### config.mk
export PLATFORM = sky130hd
export DESIGN_NAME = conv_window_gen_flat
export DESIGN_NICKNAME = d
export VERILOG_FILES = /design/src/rtl/conv_window_gen_if.sv /design/src/rtl/conv_window_gen.sv /design/src/flat_wrapper.sv
export SDC_FILE = /design/constraint.sdc
export NUM_CORES = 1
export LEC_CHECK = 0
export ABC_AREA = 0
export CORE_MARGIN = 3
export CORE_UTILIZATION = 52
export DETAILED_ROUTE_END_ITERATION = 10
export GPL_TIMING_DRIVEN = 1
export PLACE_DENSITY = 0.73
export SETUP_SLACK_MARGIN = 0.15
export SLEW_MARGIN = 40
export SYNTH_ARGS = -nofsm -noshare
export SYNTH_HDL_FRONTEND = slang
export SYNTH_SLANG_ARGS = --single-unit
export TNS_END_PERCENT = 50
### constraint.sdc
create_clock -name Clk -period 11.4 [get_ports Clk]
set_clock_uncertainty 0.05 [all_clocks]
set_input_delay 1.14 -clock Clk [delete_from_list [all_inputs] [get_ports Clk]]
set_output_delay 1.14 -clock Clk [all_outputs]
set_load 0.1 [all_outputs]
### src/rtl/conv_window_gen_if.sv
// rtl/conv_window_gen_if.sv - pixel stream in / packed 3x3 window out bundle
interface conv_window_gen_if #(
  parameter int DataWidth = 32
);
  logic [DataWidth-1:0]   pixel_in;
  logic                   pixel_valid;
  logic [9*DataWidth-1:0] window_out;
  logic                   window_valid;
  logic                   frame_done;

  modport master (
    output pixel_in,
    output pixel_valid,
    input  window_out,
    input  window_valid,
    input  frame_done
  );

  modport slave (
    input  pixel_in,
    input  pixel_valid,
    output window_out,
    output window_valid,
    output frame_done
  );
endinterface

### src/rtl/conv_window_gen.sv
// rtl/conv_window_gen.sv - streaming 3x3 sliding-window generator, valid convolution
module conv_window_gen #(
  parameter int DataWidth = 32,
  parameter int ImgWidth  = 8,
  parameter int ImgHeight = 8
) (
  input logic              Clk,
  input logic              Rst,
  conv_window_gen_if.slave px
);
  localparam int ColW = $clog2(ImgWidth);
  localparam int RowW = $clog2(ImgHeight);
  localparam logic [ColW-1:0] ColLast = ColW'(ImgWidth - 1);
  localparam logic [RowW-1:0] RowLast = RowW'(ImgHeight - 1);

  logic [ColW-1:0]        col;
  logic [RowW-1:0]        row;
  logic [DataWidth-1:0]   lb0 [ImgWidth];
  logic [DataWidth-1:0]   lb1 [ImgWidth];
  // Two newest window columns; the oldest column only ever lives in window_out.
  logic [DataWidth-1:0]   w [3][2];
  logic [DataWidth-1:0]   tap1;
  logic [DataWidth-1:0]   tap2;
  logic                   accept;
  logic                   emit;
  logic                   last_px;
  logic [9*DataWidth-1:0] next_window;

  assign accept  = px.pixel_valid && !Rst;
  assign tap1    = lb0[col];
  assign tap2    = lb1[col];
  assign emit    = accept && (row >= RowW'(2)) && (col >= ColW'(2));
  assign last_px = (row == RowLast) && (col == ColLast);

  // Element k = 3r+c sits at slot (9-k), top-left in the MSBs.
  always_comb begin
    next_window = '0;
    for (int r = 0; r < 3; r++) begin
      next_window[(9-3*r)*DataWidth-1 -: DataWidth] = w[r][0];
      next_window[(8-3*r)*DataWidth-1 -: DataWidth] = w[r][1];
    end
    next_window[7*DataWidth-1 -: DataWidth] = tap2;
    next_window[4*DataWidth-1 -: DataWidth] = tap1;
    next_window[DataWidth-1:0]              = px.pixel_in;
  end

  always_ff @(posedge Clk) begin
    if (Rst) begin
      col             <= '0;
      row             <= '0;
      px.window_out   <= '0;
      px.window_valid <= 1'b0;
      px.frame_done   <= 1'b0;
    end else begin
      px.window_valid <= emit;
      px.frame_done   <= emit && last_px;
      if (emit) begin
        px.window_out <= next_window;
      end
      if (accept) begin
        if (col == ColLast) begin
          col <= '0;
          row <= (row == RowLast) ? '0 : row + RowW'(1);
        end else begin
          col <= col + ColW'(1);
        end
      end
    end
  end

  // Storage needs no clearing: the row/col guards never emit stale entries.
  always_ff @(posedge Clk) begin
    if (accept) begin
      lb1[col] <= lb0[col];
      lb0[col] <= px.pixel_in;
      w[0][0]  <= w[0][1];
      w[1][0]  <= w[1][1];
      w[2][0]  <= w[2][1];
      w[0][1]  <= tap2;
      w[1][1]  <= tap1;
      w[2][1]  <= px.pixel_in;
    end
  end
endmodule
### src/flat_wrapper.sv
// flat-port wrapper written by rule: the top's interface ports become plain ports
module conv_window_gen_flat 
#(
  parameter int DataWidth = 32,
  parameter int ImgWidth  = 8,
  parameter int ImgHeight = 8
)
  (Clk, Rst, px_pixel_in, px_pixel_valid, px_window_out, px_window_valid, px_frame_done);
  conv_window_gen_if #(.DataWidth(DataWidth)) px_i ();
  input logic Clk;
  input logic Rst;
  input wire logic [$bits(px_i.pixel_in)-1:0] px_pixel_in;
  input wire logic [$bits(px_i.pixel_valid)-1:0] px_pixel_valid;
  output wire logic [$bits(px_i.window_out)-1:0] px_window_out;
  output wire logic [$bits(px_i.window_valid)-1:0] px_window_valid;
  output wire logic [$bits(px_i.frame_done)-1:0] px_frame_done;
  assign px_i.pixel_in = px_pixel_in;
  assign px_i.pixel_valid = px_pixel_valid;
  assign px_window_out = px_i.window_out;
  assign px_window_valid = px_i.window_valid;
  assign px_frame_done = px_i.frame_done;
  conv_window_gen #(.DataWidth(DataWidth), .ImgWidth(ImgWidth), .ImgHeight(ImgHeight)) u_core (.Clk(Clk), .Rst(Rst), .px(px_i));
endmodule
# Word-level counts from Yosys, hierarchy flattened
# Memories as Yosys holds them, arrays and structs flattened. A register that Yosys moved wholly into a read port is not among the register bits.
# Index checks and enable logic that the tools add are counted.
[word_totals]
register_bits = 296
output_inout_bits = 290
mem_bits_rw = 704
n_memories = 3
inputBits = 35
word_cells = 29
[memory_table]
columns = ["memory", "depth", "width", "read_ports", "rd_clocked_by_memory_dff", "write_ports", "line_no", "rtl"]
rows = [
  ["u_core.lb0", 8, 32, 1, 1, 1, "conv_window_gen.sv:18", "logic [DataWidth-1:0] lb0 [ImgWidth];"],
  ["u_core.lb1", 8, 32, 1, 1, 1, "conv_window_gen.sv:19", "logic [DataWidth-1:0] lb1 [ImgWidth];"],
  ["u_core.w", 3, 64, 3, 0, 3, "conv_window_gen.sv:21", "logic [DataWidth-1:0] w [3][2];"],
]
[classes]
add_sub_neg = 2
n_reduce_logical = 7
n_lt_le_gt_ge = 2
n_eq_ne = 2
n_mux = 8
[ops]
columns = ["operator", "count"]
rows = [
  ["two-way mux 3 bit", 6],
  ["adder 3 x 1 -> 3 bit (second input constant)", 2],
  ["equality test 3 bit (second input constant)", 2],
  [">= comparator 3 x 2 -> 1 bit (second input constant)", 2],
  ["logical AND 1 bit", 5],
  ["two-way mux 1 bit", 2],
  ["AND reduction 2 bit", 1],
  ["zero test 1 bit", 1],
]

# Logic depth before layout (Yosys ltp)
[logic_depth]
ltp_word = 5
mapped_depth = 8
mapped_depth_nobuf = 5

# Least setup slack after synthesis
# No wires, ideal clock.
[synth_timing]
kind = "input to register"
start = "input px_pixel_valid"
end = "memory u_core.lb0[0][0] (enable)"
required_ns = 10.707
path_stages = 6
n_path_buf = 4
path_slack_ns = 2.773
setup_ns = 0.643
t_arrival_ns = 7.934
path_cell_list = "buf_4 -> nand2b_1 -> clkbuf_1 -> clkbuf_1 -> clkbuf_1 -> nor4_1"
[synth_between]
elab_chain_cells = 3
[synth_rtl]
columns = ["element", "line_no", "rtl"]
rows = [
  ["start: declaration", "flat_wrapper.sv:13", "input wire logic [$bits(px_i.pixel_valid)-1:0] px_pixel_valid;"],
  ["logical AND 1 bit", "conv_window_gen.sv:29", "assign accept = px.pixel_valid && !Rst;"],
  ["two-way mux 1 bit", "conv_window_gen.sv:73", "if (accept) begin"],
  ["two-way mux 1 bit (not written as such)", "conv_window_gen.sv:75", "lb0[col] <= px.pixel_in;"],
  ["end: declaration", "conv_window_gen.sv:18", ""],
]
# Every way passes these cells.

# Final worst setup path
[layout_timing]
start = "input px_pixel_valid"
end = "register u_core.px.window_out[12]"
[layout_between]
elab_chain_cells = 3
[layout_rtl]
columns = ["element", "line_no", "rtl"]
rows = [
  ["logical AND 1 bit", "conv_window_gen.sv:29", ""],
  ["logical AND 1 bit (2 in a row)", "conv_window_gen.sv:32", "assign emit = accept && (row >= RowW'(2)) && (col >= ColW'(2));"],
  ["end signal: assignment", "conv_window_gen.sv:58", "px.window_out <= next_window;"],
  ["end: declaration", "conv_window_gen_if.sv:22", "output window_out,"],
]
# Every way passes these cells.
# A chain may end at the register's enable or synchronous reset.

==> results.yml <==
sta:
  hold_violations: 0
  slew_headroom_pct: 44.9
  fin_crit_sh_pct: 37.8
  worst_pin_slew_ps: 827
  period_minus_slack_ps: 4310
  final-max-slew-violation-count: 0
  fin_setup_tns_ps: 0
  setup_viol: 0
  grt_setup_unrepaired: "false"
  fmax_mhz: 232
cts:
  cts_inserted_buffers: 98
  cts_resized: 0
  clock_latency_ps: 660
  cts_tree: "done"
  path_clk_slew_ps: 60
  postCtsHoldBufs: 0
  cts_root_buf: "clkbuf_16"
  clockBufferDepth: 3
  post_cts_buffers: 0
  clkSinkCount: 1003
  htreeDepth: 3
die:
  dieWidth_um: 276
  ios: 325
  fp.dieH_um: 276
  core-area_um2: 71700
  start_util_pct: 52.8
  rows: 98
  dieArea_um2: 76000
critical_path:
  crit_type: "primary input to register"
  ff2ff_path_depth: 6
  end_kind: "register"
  worst-path-max-fanout: 130
  cp-start-kind: "primary input"
  arrival_ps: 4830
  critPathRequiredTime_ps: 11910
  r2r_end: "u_core.px.window_out[202]"
  rrSetupSlack_ps: 7650
synth:
  yosysUniqueCellTypes: 30
  syn_nets: 2306
  synth_top_area_share_pct: 55.9
  yosysWarnings: 0
  postSynthAreaPerCell_um2: 16.7
  yosysSeqAreaShare_pct: 71.7
  syn_area_um2: 37800
  yosys_register_bits: 1003
  synth_top_area_cell: "edfxtp_1"
  synth_cells: 2265
  synth.area.top_cells: "edfxtp_1 (56%), dfxtp_1 (16%), mux4_1 (7.8%)"
detailed_routing:
  drt-initial-drc-count: 2602
  ant_nets: 0
  drcViolationCount: 0
  first_pass_iters: 5
  wirelength_um: 91400
  wire_per_inst_um: 25.8
  num_vias: 22300
  viasPerCell: 6.29
finish:
  fin_area_um2: 43900
  area_growth_pct: 16.0
  final_util_pct: 61.2
  layout_common_cells: "edfxtp_1 (704), dfxtp_1 (296), buf_2 (288), a21oi_1 (226)"
  drive_gt1_share_pct: 25.1
  final_common_cell: "edfxtp_1"
  layout.nets: 2549
grt:
  busiest_layer: "met2"
  grt_use_met2_pct: 36.4
  grtUsageMet1_pct: 34.1
  grt-ovfl-total: 0
  grt_usage_pct: 23.7
  grt_max_degree: 131
  grt_pass1_vias: 21600
  grt_pass1_wl_um: 136000
  use_met3_pct: 6.04
  antenna_found_initial: 1
placement:
  dpl_cell_area_um2: 40500
  port_buffers: 324
  hpwlAfterDp_um: 52200
  place_congestion: 0.784
min_path:
  holdCritStartpoint: "u_core.w[0][129]"
  holdPathEnd: "u_core.w[0][161]"
  min_path_type: "register to register"
  min_path_cells: 0
pwr:
  irDropWorstVdd_mv: 0.118
  power.density_nw_per_um2: 177
  p_leak_nw: 15.0
outcome:
  status: "completed"
flow_run:
  cap_viol_max_count: 0
-- worst max-delay path: stages --
cell and delay [ps]:
clkdlybuf4s50_1 710, nand2b_4 260, buf_12 260, clkinv_8 430, buf_6 670, buf_6 660, nand4_1 180, a21oi_1 190
-- per-stage QoR --
stage          total power, W  setup WS [ps]  std cells  hold slack, ps
4_1_cts               0.00780           6710       3541             396
5_1_grt               0.00798           6920       3542             399
2_1_floorplan         0.00435           2770       2265             376
6_report              0.00775           7090       3543             395
3_5_place_dp          0.00450           6030       3357             383
3_3_place_gp          0.00448           5690       3347             382
-- where the power goes --
part           internal [W]  total [W]  switching, W
clock               0.00196    0.00332       0.00137
sequential          0.00399    0.00403     0.0000341
combinational      0.000112   0.000402      0.000290
-- synth_stat cells (all sizes together) --
master and n:
dfxtp 299, nor2b 64, o31ai 224, and3 1
ha 6, or3 2, nand2b 2, buf 63
nor2 10, clkbuf 162, a311oi 1, nor3 7
nand4 224, mux2i 4, a21oi 226, edfxtp 704
inv 3, nand2 5, mux4 128, nor4 1
nand3 1, mux2 128
-- worst max path at each step --
stage | depth (start not counted) | endpoint | slack [ps] | start
6_report | 8 | u_core.px.window_out[12] | 7090 | px_pixel_valid
5_1_grt | 8 | u_core.px.window_out[173] | 6920 | px_pixel_valid
4_1_cts | 7 | u_core.lb0[5][1] | 6710 | px_pixel_valid
3_5_place_dp | 7 | u_core.lb0[5][1] | 6030 | px_pixel_valid
3_3_place_gp | 6 | u_core.lb0[5][1] | 5690 | px_pixel_valid
2_1_floorplan | 6 | u_core.lb0[0][0] | 2770 | px_pixel_valid
-- flip-flops by register name (all words and copies together) (netlist names), named ones only --
signal / count
u_core.px.window_out: 288
u_core.w: 192
u_core.row: 3
u_core.col: 3
u_core.px.window_valid: 1
u_core.lb0: 256
u_core.lb1: 256
u_core.px.frame_done: 1
-- cell type report --
class,instances,area [µm²]
antenna,1,2.50
clock buffer,124,2710
clock inverter,60,654
fill,5043,27900
inverter,3,23.8
multi-input combinational,1034,9800
sequential,1003,27100
tap,950,1190
timing repair buffer,368,2360
-- kinds of logic (layout without fill, tap and decap cells) --
logic type | count (synthesis) | count (layout) | share of synthesized area, %
other cells | 0 | 1 | 0
flops | 1003 | 1003 | 71.7
buf+inv | 228 | 555 | 2.63
fa+ha+maj | 6 | 6 | 0.198
mux | 260 | 260 | 12.9
compound gates | 451 | 451 | 7.46
simple gates | 317 | 317 | 5.16
-- metal layers --
layer  share of wire (%)  vias to the layer above
met3                  10                      123
met1                  41                    11400
met5                   0                        -
met4                 2.0                        0
li1                    -                     9714
met2                  46                     1083
No activity file was read; power rests on OpenSTA's default activity.
